`src/rtl/bit_scan_pkg.sv`:
```
// bit_scan_pkg
// Shared definitions for the bit_scan_ctrl serialiser: FSM state encoding,
// default word width and the built-in word sent when no word is supplied.
package bit_scan_pkg;

  localparam int                  WIDTH_C        = 8;
  localparam logic [WIDTH_C-1:0]  DEFAULT_WORD_C = 8'hAF;

  typedef enum logic [1:0] {
    IDLE   = 2'd0,
    SEND   = 2'd1,
    PARITY = 2'd2,
    DONE   = 2'd3
  } state_t;

endpackage

```
`src/rtl/bit_scan_ctrl.sv`:
```
// bit_scan_ctrl
// Serialises a WIDTH-bit config word one bit per valid/ready beat, gated by an
// enable flag latched at start. Counts transmitted ones and pulses done_o for
// one cycle at the end of each scan. All outputs come straight from flops.
//
// Optional build macro: BIT_SCAN_PARITY_EN adds one trailing even-parity beat
// after the last data bit (not counted in ones_cnt_o).
//
// Ports:
//   clk_i         clock
//   rst_ni        asynchronous active-low reset
//   start_i       begin a scan (only honoured in IDLE)
//   word_valid_i  use word_i instead of DEFAULT_WORD for this scan
//   word_i        word to scan
//   enable_i      latched at start; 0 forces every transmitted bit to 0
//   bit_o         current serial bit
//   bit_valid_o   bit_o is valid
//   bit_ready_i   consumer accepts bit_o
//   index_o       bit position of bit_o within the word
//   busy_o        scan in progress
//   done_o        one-cycle pulse at scan end
//   ones_cnt_o    number of 1 data bits sent in the current/last scan
//
// state  | meaning
// IDLE   | waiting for start_i
// SEND   | presenting data bit word[idx]; advances on each transfer
// PARITY | presenting even parity of the sent bits (BIT_SCAN_PARITY_EN only)
// DONE   | done_o high for one cycle, then back to IDLE
module bit_scan_ctrl
  import bit_scan_pkg::*;
#(
  parameter int                WIDTH        = WIDTH_C,
  parameter logic [WIDTH-1:0]  DEFAULT_WORD = WIDTH'(DEFAULT_WORD_C),
  parameter bit                MSB_FIRST    = 1'b0,
  localparam int               IW           = $clog2(WIDTH),
  localparam int               CW           = $clog2(WIDTH + 1)
) (
  input  logic             clk_i,
  input  logic             rst_ni,
  input  logic             start_i,
  input  logic             word_valid_i,
  input  logic [WIDTH-1:0] word_i,
  input  logic             enable_i,
  output logic             bit_o,
  output logic             bit_valid_o,
  input  logic             bit_ready_i,
  output logic [IW-1:0]    index_o,
  output logic             busy_o,
  output logic             done_o,
  output logic [CW-1:0]    ones_cnt_o
);

  localparam logic [IW-1:0] FIRST_IDX = MSB_FIRST ? IW'(WIDTH - 1) : '0;
  localparam logic [IW-1:0] LAST_IDX  = MSB_FIRST ? '0 : IW'(WIDTH - 1);

  state_t           r_state, w_state_nxt;
  logic [WIDTH-1:0] r_word,  w_word_nxt;
  logic             r_en,    w_en_nxt;
  logic [IW-1:0]    r_idx,   w_idx_nxt;
  logic [CW-1:0]    r_ones,  w_ones_nxt;
  logic             r_bit,   w_bit_nxt;
  logic             r_valid, w_valid_nxt;
  logic             r_busy,  w_busy_nxt;
  logic             r_done,  w_done_nxt;
`ifdef BIT_SCAN_PARITY_EN
  logic             r_par,   w_par_nxt;
`endif

  logic             w_xfer;
  logic [WIDTH-1:0] w_start_word;
  logic [IW-1:0]    w_step_idx;

  assign w_xfer       = r_valid & bit_ready_i;
  assign w_start_word = word_valid_i ? word_i : DEFAULT_WORD;
  assign w_step_idx   = MSB_FIRST ? (r_idx - 1'b1) : (r_idx + 1'b1);

  always_ff @(posedge clk_i or negedge rst_ni) begin
    if (!rst_ni) begin
      r_state <= IDLE;
      r_word  <= '0;
      r_en    <= 1'b0;
      r_idx   <= '0;
      r_ones  <= '0;
      r_bit   <= 1'b0;
      r_valid <= 1'b0;
      r_busy  <= 1'b0;
      r_done  <= 1'b0;
`ifdef BIT_SCAN_PARITY_EN
      r_par   <= 1'b0;
`endif
    end else begin
      r_state <= w_state_nxt;
      r_word  <= w_word_nxt;
      r_en    <= w_en_nxt;
      r_idx   <= w_idx_nxt;
      r_ones  <= w_ones_nxt;
      r_bit   <= w_bit_nxt;
      r_valid <= w_valid_nxt;
      r_busy  <= w_busy_nxt;
      r_done  <= w_done_nxt;
`ifdef BIT_SCAN_PARITY_EN
      r_par   <= w_par_nxt;
`endif
    end
  end

  always_comb begin
    w_state_nxt = r_state;
    w_word_nxt  = r_word;
    w_en_nxt    = r_en;
    w_idx_nxt   = r_idx;
    w_ones_nxt  = r_ones;
    w_bit_nxt   = r_bit;
    w_valid_nxt = r_valid;
    w_busy_nxt  = r_busy;
    w_done_nxt  = 1'b0;
`ifdef BIT_SCAN_PARITY_EN
    w_par_nxt   = r_par;
`endif

    case (r_state)
      IDLE: begin
        if (start_i) begin
          w_word_nxt  = w_start_word;
          w_en_nxt    = enable_i;
          w_idx_nxt   = FIRST_IDX;
          w_ones_nxt  = '0;
          // First bit is pre-loaded so it is valid in the cycle after start.
          w_bit_nxt   = w_start_word[FIRST_IDX] & enable_i;
          w_valid_nxt = 1'b1;
          w_busy_nxt  = 1'b1;
          w_state_nxt = SEND;
`ifdef BIT_SCAN_PARITY_EN
          w_par_nxt   = 1'b0;
`endif
        end
      end

      SEND: begin
        if (w_xfer) begin
          w_ones_nxt = r_ones + CW'(r_bit);
`ifdef BIT_SCAN_PARITY_EN
          w_par_nxt  = r_par ^ r_bit;
`endif
          if (r_idx == LAST_IDX) begin
`ifdef BIT_SCAN_PARITY_EN
            // index_o keeps the last data index during the parity beat.
            w_bit_nxt   = r_par ^ r_bit;
            w_state_nxt = PARITY;
`else
            w_bit_nxt   = 1'b0;
            w_valid_nxt = 1'b0;
            w_done_nxt  = 1'b1;
            w_state_nxt = DONE;
`endif
          end else begin
            w_idx_nxt = w_step_idx;
            w_bit_nxt = r_word[w_step_idx] & r_en;
          end
        end
      end

      PARITY: begin
        if (w_xfer) begin
          w_bit_nxt   = 1'b0;
          w_valid_nxt = 1'b0;
          w_done_nxt  = 1'b1;
          w_state_nxt = DONE;
        end
      end

      DONE: begin
        w_busy_nxt  = 1'b0;
        w_state_nxt = IDLE;
      end

      default: begin
        w_state_nxt = IDLE;
      end
    endcase
  end

  assign bit_o       = r_bit;
  assign bit_valid_o = r_valid;
  assign index_o     = r_idx;
  assign busy_o      = r_busy;
  assign done_o      = r_done;
  assign ones_cnt_o  = r_ones;

endmodule

```
`config.mk`:
```
export PLATFORM = sky130hd
export DESIGN_NAME = bit_scan_ctrl
export DESIGN_NICKNAME = d
export VERILOG_FILES = /design/src/rtl/bit_scan_pkg.sv /design/src/rtl/bit_scan_ctrl.sv
export SDC_FILE = /design/constraint.sdc
export NUM_CORES = 1
export LEC_CHECK = 0
export BUFFER_PORTS_ARGS = -buffer_cell sky130_fd_sc_hd__buf_2
export CORE_MARGIN = 5
export CORE_UTILIZATION = 57
export DETAILED_ROUTE_END_ITERATION = 16
export PLACE_DENSITY = 0.87
export SLEW_MARGIN = 20
export SYNTH_ARGS = -nofsm -noshare
export SYNTH_HDL_FRONTEND = slang
export SYNTH_SLANG_ARGS = --single-unit
export TNS_END_PERCENT = 30
```
`constraint.sdc`:
```
create_clock -name clk_i -period 5 [get_ports clk_i]
set_input_delay 1 -clock clk_i [delete_from_list [all_inputs] [get_ports clk_i]]
set_output_delay 1 -clock clk_i [all_outputs]
set_load 0.005 [all_outputs]
```
======== Yosys cells after proc, flatten, opt, wreduce, memory -nomap -nowiden ========
Index checks and enable logic that the tools add are counted.
storage, ports and cells
  output and inout bits ................... 11
  logic and storage cells ................. 64
  flip-flop bits (word level) ............. 22
operators by class
  add/subtract/negate cells ............... 2
  order comparisons ....................... 1
  multiplexer cells ....................... 29
  bitwise gates (word level) .............. 3
  reduce and logical (&&, ||, !) cells .... 11
  eq/ne operators ......................... 9
operator list
  operator             number
  $reduce_and 4->1     3
  $mux 1               11
  $ne 2x2->1 const B   5
  $mux 3               3
  $mux 2               4
  $mux 4               2
  $mux 8               1
  $pmux 2 s4           1
  $pmux 4 s2           1
  $pmux 1 s3           2
  $pmux 3 s2           1
  $reduce_and 5->1     1
  $add 4x1->4          1
  $eq 2x2->1 const B   2
  $lt 3x4->1 const B   1
  $pmux 1 s2           2
  $reduce_and 2->1     2
  $reduce_bool 2->1    2
  $add 3x1->3 const B  1
  $and 1x1->1          3
  $bmux 1 s3           1
  $eq 3x3->1 const B   1
  $reduce_and 3->1     1
  $reduce_bool 3->1    1
  2 further kinds      2

======== Logic depth before layout (Yosys ltp) ========
  depth after elaboration ................. 7
  depth in mapped cells ................... 7
  depth with buffers taken out ............ 6

======== Worst setup path after synthesis ========
Ideal clock, no wire load.
  path type ............................... input-to-reg
  start ................................... in bit_ready_i
  end ..................................... reg r_idx[1] (netlist: index_o[1])
  setup time .............................. 0.121 ns
  arrival ................................. 1.762 ns
  stages on the path ...................... 4
  setup slack ............................. 3.117 ns
  required time ........................... 4.879 ns
  cells stage by stage .................... nand2_1 a21oi_2 o21ai_0 a22o_1
on the way
  word-level cells in the longest chain between the ends .. 3
RTL lines
  what                               RTL line             source
  from (decl)                        bit_scan_ctrl.sv:46  input logic bit_ready_i,
  $and 1x1->1                        bit_scan_ctrl.sv:73  assign w_xfer = r_valid & bit_ready_i;
  $ne 2x2->1 (no source line)        --
  $reduce_and 4->1 (no source line)  --
  to (signal assigned)               bit_scan_ctrl.sv:95  r_idx <= w_idx_nxt;
  to (decl)                          bit_scan_ctrl.sv:59  logic [IW-1:0] r_idx, w_idx_nxt;
Every way passes these cells.
A chain may end at the register's enable or synchronous reset.

======== Final worst setup path ========
  start ................................... reg r_idx[0] (netlist: index_o[0])
  end ..................................... out index_o[0]
RTL lines
  what       RTL line             source
  to (decl)  bit_scan_ctrl.sv:47  output logic [IW-1:0] index_o,
No word-level cell between the ends.

==> metrics.txt <==
synthesized flop and latch total=22; CTS HTree Levels=1; power share of the sequential group=38.6%; fraction of registers with async set or reset after synthesis=100.0%; number of library cell types mapped by synthesis=29; Power per Cell Area=569.9 nW/µm²; number of hold violations in the final report=0; routability cong.=0.8892; data required time of the worst path=4.00 ns; Nets=172; achievable clock frequency=503.2 MHz; area growth from synthesis to final layout=14.29%; via count of the first global-routing pass=977; Layout Cells excl Fill=174; pre-CTS setup slack=2.809 ns; Max Root-Sink Buffers=2; yosys synthesis warning count=0; global router's overall resource usage=17.37%; Fin Setup TNS=0 ns; maximum number of pins on one net before global-route repair=23; worst-case clock skew=0.005196 ns; post-cts sizing count=0; Final period util=39.75%; critical path class=reg -> out; vias=983; initial antenna violation count=0; starting density of the core=61.25%; TritonCTS clock tree=yes; clk slew on worst S/H paths=0.12 ns; post-layout power=798.6 µW; number of enable flip-flop cells after synthesis=0; wire length reported by the detailed router=2.472 mm; most common cell after layout, fill and taps aside=sky130_fd_sc_hd__buf_2; largest area contributor in the synthesized netlist=sky130_fd_sc_hd__dfrtp_1; CP max-delay cell=sky130_fd_sc_hd__dfrtp_1; Mapped Avg Cell Area=9.969 µm²; highest metal used=met4; port buffer count=24; portion of total power attributed to combinational logic=48.9%; path type of the worst min-delay path=reg -> reg; Max transition margin=60.28%; hold buffer count at cts=0; height of the die=56.38 µm; share of post-route cells with drive strength above 1=21.09%; WL per Instance=14.21 µm; crit path capture type=output pin; crit-path max FO=7; Filler Cell Count=165; width of the die=56.38 µm; Iter 0 DRT Violations=19; main flop type after synthesis=sky130_fd_sc_hd__dfrtp_1; Row Count=16; die area=3179 µm²; WL met3=131 µm; clk_lat worst skew=0.31 ns; count of buffering cells on the critical path with inverters included=1; endpoints failing setup=0; dominant delay contributor by cell family on the critical path=flip-flops; run status=complete, no violations; most frequent cells in the layout=sky130_fd_sc_hd__buf_2, sky130_fd_sc_hd__dfrtp_1, sky130_fd_sc_hd__inv_1, sky130_fd_sc_hd__nor2_1, sky130_fd_sc_hd__ha_1; detailed placer's ending HPWL=1.939 mm; clock share of power=12.4%; Placed Cells=170; placeable core region=2002 µm²; share of synthesized area occupied by flip-flops and latches=44.90%; Pre-Repair DR Iteration Count=4; setup slack of the critical path after layout=3.013 ns; minimum clock period=1.987 ns; DR vias/cell=5.649; Tightest Pin Transition=0.5809 ns; switching share of power=39.68%; Mapped Nets=147; area share of the largest cell type after synthesis=44.90%; most area-consuming cells after synthesis=sky130_fd_sc_hd__dfrtp_1, sky130_fd_sc_hd__ha_1, sky130_fd_sc_hd__mux4_1, sky130_fd_sc_hd__inv_1, sky130_fd_sc_hd__nor2_1; startpoint types=flip-flop; total I/O pin count=25; cts bufs inserted=3; Root Driver=sky130_fd_sc_hd__clkbuf_4; post-synthesis instance area=1226 µm²; global-route wire length before repair=4.429 mm; setup repair after global routing missed its margin=false; net switching component of the power=316.9 µW; total leakage power=0.6814 nW; arrival time at the worst endpoint=0.99 ns; cell-internal power=481.8 µW; utilization of the core after routing=70.00%; sum of overflow across all layers after global routing=0; met1 layer wirelength in the final routing=1.093 mm; Post-DRT Antenna Nets=0; Num Clock Sinks=22; Post-CTS Setup Repair Bufs=0; max-capacitance violation count=0; detailed route wirelength on metal2=1.213 mm; Max rail drop VDD=0.0003738 V; Pins Over Slew Limit=0; Reg2Reg Setup Slack=3.07 ns; number of antenna repair diodes=0; CP peak stage delay=0.51 ns; CP cell instances=buf_2; drc violations=0; count of mapped cells out of synthesis=123
## kinds of logic (layout without fill, tap and decap cells)
group                    Yosys count  after routing  synth area share [%]
flip-flops                        22             22                 44.90
AO/OA/AOI/OAI                     33             33                 18.16
multiplexers                       6              6                 7.653
adder cells (fa/ha/maj)           10             10                 10.20
AND/OR/NAND/NOR                   35             35                 13.88
buffers and inverters             17             41                 5.204
## synthesized netlist by cell type (all sizes together), types with 2 or more instances
master	count
a31oi	7
nand3	7
dfrtp	22
a22o	4
nor2	13
inv	13
a32o	2
nor3	3
clkbuf	4
mux4	2
nor2b	3
a21oi	6
o21ai	8
nand2	4
and2	2
mux2i	3
ha	10
## flip-flops by register name, indices dropped and copies added (netlist names)
signal,flops
busy_o,1
bit_valid_o,1
r_state,2
index_o,3
ones_cnt_o,4
r_en,1
done_o,1
bit_o,1
r_word,8
## area by class of cell
cell class,instances,area (µm²),area share [%]
repair buffers,24,120.1,8.571
inverters,13,48.80,3.482
clock buffers,4,36.28,2.589
well taps,27,33.78,2.411
multi-input cells,84,611.8,43.66
flip-flops and latches,22,550.5,39.29
## layer usage
| layer | vias to the layer above | GRT usage, % |
|---|---|---|
| li1 | 488 | - |
| met1 | 467 | 22.25 |
| met2 | 24 | 29.22 |
| met3 | 4 | 2.982 |
| met4 | 0 | 6.441 |
| met5 | - | 0 |
## power groups by stage
stage	clock [mW]	sequential (mW)	combinational, mW
floorplan	0	0.301	0.289
global placement	0	0.306	0.375
detailed placement	0	0.313	0.396
CTS	0.101	0.309	0.396
global route	0.111	0.318	0.448
finish	0.0992	0.309	0.391
## stage by stage
stage / area, µm² / hold slack, ns
2_1_floorplan: 1226 / 0.4811
3_3_place_gp: 1365 / 0.5014
4_1_cts: 1401 / 0.5447
5_1_grt: 1401 / 0.5684
6_report: 1401 / 0.5373
3_5_place_dp: 1365 / 0.5172
## final timing paths
path | from | end | cells past startpoint
worst max-delay path | index_o[0] | index_o[0] | 1
worst min-delay path | ones_cnt_o[0] | ones_cnt_o[0] | 1
worst max register to register | r_state[0] | index_o[1] | 6
worst min register to register | ones_cnt_o[0] | ones_cnt_o[0] | 1
max in group asynchronous | rst_ni | r_word[0] | 1
min in group asynchronous | rst_ni | ones_cnt_o[1] | 1
Note: power is estimated with default switching activity, not from simulation.
